[src/rtl/dadda_mac_acc.sv]
// Saturating multiply-accumulate back end: sums a programmed number of unsigned
// multiplier products and returns the total over a valid/ready result port.
module dadda_mac_acc #(
    parameter int PROD_W = 33,
    parameter int ACC_W  = 40,
    parameter int LEN_W  = 8
) (
    input  logic              clk,
    input  logic              rst,
    input  logic              start,
    input  logic [LEN_W-1:0]  len,
    input  logic [PROD_W-1:0] prod_in,
    input  logic              prod_valid,
    output logic              prod_ready,
    output logic [ACC_W-1:0]  acc_out,
    output logic              acc_valid,
    input  logic              acc_ready,
    output logic              overflow,
    output logic              busy,
    output logic [1:0]        state_dbg
);

    // Handshakes: a transfer happens on a rising edge where valid && ready are
    // both high; valid never depends on ready, and a held valid keeps its data stable.

    typedef enum logic [1:0] {
        S_IDLE  = 2'd0,
        S_ACCUM = 2'd1,
        S_HOLD  = 2'd2
    } state_t;

    localparam int PAD = ACC_W + 1 - PROD_W;
    localparam logic [LEN_W-1:0] LEN_ONE = LEN_W'(1);

    state_t             state_q, state_d;
    logic [ACC_W-1:0]   acc_q, acc_d;
    logic [LEN_W-1:0]   cnt_q, cnt_d;
    logic [LEN_W-1:0]   len_q, len_d;
    logic [ACC_W-1:0]   acc_out_q, acc_out_d;
    logic               overflow_q, overflow_d;

    logic [ACC_W:0]     sum_ext;
    logic [ACC_W-1:0]   sum_sat;
    logic               beat;
    logic               last_beat;

    // Carry out of the widened sum means saturation; an all-ones accumulator
    // stays all-ones because any non-zero addend carries again.
    always_comb begin
        sum_ext = {1'b0, acc_q} + {{PAD{1'b0}}, prod_in};
        sum_sat = sum_ext[ACC_W] ? {ACC_W{1'b1}} : sum_ext[ACC_W-1:0];
    end

    assign beat      = (state_q == S_ACCUM) && prod_valid;
    assign last_beat = (cnt_q == (len_q - LEN_ONE));

    always_comb begin
        state_d    = state_q;
        acc_d      = acc_q;
        cnt_d      = cnt_q;
        len_d      = len_q;
        acc_out_d  = acc_out_q;
        overflow_d = overflow_q;

        unique case (state_q)
            S_IDLE: begin
                if (start) begin
                    overflow_d = 1'b0;
                    if (len != '0) begin
                        len_d   = len;
                        acc_d   = '0;
                        cnt_d   = '0;
                        state_d = S_ACCUM;
                    end else begin
                        acc_out_d = '0;
                        state_d   = S_HOLD;
                    end
                end
            end
            S_ACCUM: begin
                if (beat) begin
                    acc_d      = sum_sat;
                    cnt_d      = cnt_q + LEN_ONE;
                    overflow_d = overflow_q | sum_ext[ACC_W];
                    if (last_beat) begin
                        acc_out_d = sum_sat;
                        state_d   = S_HOLD;
                    end
                end
            end
            S_HOLD: begin
                if (acc_ready) begin
                    state_d = S_IDLE;
                end
            end
            default: begin
                state_d = S_IDLE;
            end
        endcase
    end

    always_ff @(posedge clk) begin
        if (rst) begin
            state_q    <= S_IDLE;
            acc_q      <= '0;
            cnt_q      <= '0;
            len_q      <= '0;
            acc_out_q  <= '0;
            overflow_q <= 1'b0;
        end else begin
            state_q    <= state_d;
            acc_q      <= acc_d;
            cnt_q      <= cnt_d;
            len_q      <= len_d;
            acc_out_q  <= acc_out_d;
            overflow_q <= overflow_d;
        end
    end

    assign prod_ready = (state_q == S_ACCUM);
    assign acc_valid  = (state_q == S_HOLD);
    assign busy       = (state_q != S_IDLE);
    assign acc_out    = acc_out_q;
    assign overflow   = overflow_q;
    assign state_dbg  = state_q;

endmodule
[config.mk]
export PLATFORM = sky130hd
export DESIGN_NAME = dadda_mac_acc
export DESIGN_NICKNAME = d
export VERILOG_FILES = /design/src/rtl/dadda_mac_acc.sv
export SDC_FILE = /design/constraint.sdc
export NUM_CORES = 1
export LEC_CHECK = 0
export CAP_MARGIN = 10
export CORE_ASPECT_RATIO = 1.25
export CORE_MARGIN = 2
export CORE_UTILIZATION = 50
export CTS_BUF_LIST = sky130_fd_sc_hd__clkbuf_4 sky130_fd_sc_hd__clkbuf_8
export DETAILED_ROUTE_END_ITERATION = 10
export GPL_TIMING_DRIVEN = 0
export PLACE_DENSITY = 0.75
export SYNTH_ARGS = -nofsm -noshare
export SYNTH_HDL_FRONTEND = slang
export SYNTH_SLANG_ARGS = --single-unit
[constraint.sdc]
create_clock -name clk -period 3.1 [get_ports clk]
set_input_delay 0.31 -clock clk [delete_from_list [all_inputs] [get_ports clk]]
set_output_delay 0.31 -clock clk [all_outputs]
set_load 0.02 [all_outputs]
==> flow_metrics.env <==
export IMPL_track_usage_pct=27.0
export IMPL_clockBufferDepth=2
export IMPL_area_growth_pct=23.6
export IMPL_synth_edff_count=0
export IMPL_grt_pass1_wl_um=27400
export IMPL_die_area_sq_um=12700
export IMPL_htree_levels=3
export IMPL_drt_total_wl_um=17200
export IMPL_synth_ff_type="dfxtp_1"
export IMPL_maxCapViolCount=0
export IMPL_nets=922
export IMPL_synthDistinctLibCells=68
export IMPL_core_area_sq_um=11600
export IMPL_first_iter_violations=347
export IMPL_p_leak_nw=2.90
export IMPL_outcome="complete, no violations"
export IMPL_vias=5909
export IMPL_place_detailed_hpwl_um=13000
export IMPL_timing_fmax_ghz=0.333
export IMPL_drc=0
export IMPL_die_w_um=101
export IMPL_finalInstanceArea_sq_um=7290
export IMPL_syn_area_sq_um=5900
export IMPL_num_rows=44
export IMPL_syn_avg_cell_area_sq_um=8.04
export IMPL_required_ns=3.37
export IMPL_first_pass_iters=5
export IMPL_maxSlewHeadroom_pct=50.3
export IMPL_hold_path_startpoint="acc_out[24]$_SDFFE_PP0P_"
export IMPL_clkTransAtPathRegs_ns=0.09
export IMPL_ant_nets=0
export IMPL_die_h_um=125
export IMPL_power_density_nw_per_um2=368
export IMPL_place_area_sq_um=6970
export IMPL_root_buffer="clkbuf_8"
export IMPL_startpoint_type="primary input"
export IMPL_synth_top_cell_by_area="dfxtp_1"
export IMPL_synth_seq_area_share_pct=33.6
export IMPL_initial_utilization_pct=51.0
export IMPL_period_share_pct=96.9
export IMPL_grt_pass1_vias=5718
export IMPL_reg2reg_slack_ns=0.15
export IMPL_antenna_found_initial=0
export IMPL_worst_path_max_fanout=10
export IMPL_async_reset_ff_share_pct=0
export IMPL_wl_per_cell_um=17.5
export IMPL_synth_seq_cells=99
export IMPL_cp_startpoint="prod_in[0]"
export IMPL_min_path_cells=2
export IMPL_hold_viol_final=0
export IMPL_holdCritPathClass="reg2reg"
export IMPL_drive_gt1_share_pct=7.57
export IMPL_period_minus_slack_ns=3.00
export IMPL_cts_tree="yes"
export IMPL_endpoint_kind="flip-flop"
export IMPL_clock_latency_ns=0.38
export IMPL_fillers=1058
export IMPL_setup_viol=0
export IMPL_cts_sinks=99
export IMPL_grt_max_degree=17
export IMPL_synth_area_top_cells="dfxtp_1 (34%), ha_1 (7.4%), nand2_1 (6.6%)"
export IMPL_antennaDiodeCount=0
export IMPL_synthCells=734
export IMPL_overflow=0
export IMPL_reg2reg_from="acc_q[0]$_SDFFE_PP0P_"
export IMPL_cts_made_buffers=9
export IMPL_port_buffers=90
export IMPL_crit_type="in2reg"
export IMPL_viasPerCell=6.01
export IMPL_syn_num_nets=816
export IMPL_final_common_cell="nand2_1"
export IMPL_synth_top_area_share_pct=33.6
export IMPL_clock_skew_ns=0.0116
export IMPL_place_congestion=0.914
export IMPL_arrival_ns=3.27
export IMPL_whs_endpoint="acc_out[24]$_SDFFE_PP0P_"
export IMPL_tightest_slew_ns=0.741
export IMPL_hold_buffers=0
export IMPL_utilization_pct=63.1
export IMPL_slew_violations=0
export IMPL_io_pins=92
export IMPL_peakVddDrop_v=0.000199
export IMPL_rr_worst_depth=12
export IMPL_worstReg2RegEnd="acc_out[16]$_SDFFE_PP0P_"
export IMPL_mostFrequentLayoutCells="nand2_1 (104), dfxtp_1 (99), clkdlybuf4s50_1 (90)"
export IMPL_yosysWarnings=0
flip-flops by register name (all words and copies together) (netlist names):
register   flops
acc_out       40
acc_q         40
len_q          8
state_dbg      2
overflow       1
cnt_q          8
synthesized netlist by cell type, drive strengths merged (6+ instances only):
master  number
o211ai       6
xor2        23
clkbuf      18
a211oi      13
a31oi       10
buf         16
and3         8
nor3        15
mux2i        9
dfxtp       99
nor2        71
inv         12
a21o        15
ha          35
xnor2       21
nand3       16
nand2      104
a22o        17
nand4       13
or3          8
o21ai       78
o21a         6
a21oi       52
nand2b       6
logic make-up (layout without fill, tap and decap cells):
family                     count (synthesis)  in the layout  synth area share (%)
and+or+nand+nor                          268            268                  21.7
AOI/OAI and AO/OA                        232            232                  25.2
DFF                                       99             99                  33.6
buffers and inverters                     46            157                  3.71
xor gates and xnor gates                  44             44                  6.53
adders and majority gates                 36             36                  7.76
muxes                                      9              9                  1.53
through the flow:
step           std cells  power [mW]  setup slack [ns]  hold WS (ns)  setup TNS, ns
6_report             983        2.68            0.0956         0.450              0
5_1_grt              983        2.79          -0.00600         0.474       -0.00600
4_1_cts              981        2.67            0.0220         0.456              0
3_5_place_dp         962        1.88            -0.864         0.436         -39.60
3_3_place_gp         962        1.87            -0.832         0.430         -37.84
2_1_floorplan        734        1.71             0.396         0.429              0
report_power, final:
group,leakage [nW],switching [mW],internal [mW]
sequential,0.801,0.0258,1.30
clock,0.0935,0.482,0.327
combinational,2.01,0.322,0.225
total,2.90,0.830,1.85
worst max path at each step:
| stage | end | slack [ns] | cells after the start |
|---|---|---|---|
| 2_1_floorplan | acc_out[31]$_SDFFE_PP0P_ | 0.40 | 11 |
| 3_3_place_gp | acc_q[20]$_SDFFE_PP0P_ | -0.83 | 12 |
| 3_5_place_dp | acc_q[20]$_SDFFE_PP0P_ | -0.86 | 12 |
| 4_1_cts | acc_out[30]$_SDFFE_PP0P_ | 0.02 | 11 |
| 5_1_grt | acc_out[16]$_SDFFE_PP0P_ | -0.006 | 13 |
| 6_report | acc_out[16]$_SDFFE_PP0P_ | 0.1 | 13 |
routing by layer:
| metal | wire [um] | GRT usage, % |
|---|---|---|
| met5 | 0 | 0 |
| met4 | 463 | 10.7 |
| met3 | 904 | 2.40 |
| met2 | 8910 | 49.3 |
| met1 | 6930 | 31.7 |
repair_timing:
item                                   4_1_cts  5_1_grt
pin swaps                                    1        2
endpoints found under the hold margin        0        0
gates resized for setup                      8       13
buffers inserted                             3        2
setup endpoints to repair                   62       64
area by class of cell:
type | instances | area, sq um | share of cell area (%)
inverter | 12 | 45.0 | 0.618
multi-input combinational | 589 | 3780 | 51.9
clock inverter | 5 | 35.0 | 0.481
timing repair buffer | 95 | 951 | 13.0
sequential | 99 | 1980 | 27.2
tap | 138 | 173 | 2.37
clock buffer | 11 | 145 | 1.99
buffer | 34 | 178 | 2.44
worst max-delay path, stage by stage:
cell and delay (ns):
clkdlybuf4s50_1 0.42, ha_1 0.25, fa_1 0.44, a211oi_2 0.29, o21ai_2 0.16, o21ai_4 0.25
a211o_1 0.22, and3_4 0.23, nor3_4 0.05, buf_12 0.15, buf_6 0.15, o21ai_0 0.27
nand2_1 0.09
(Power assumes the default switching activity.)
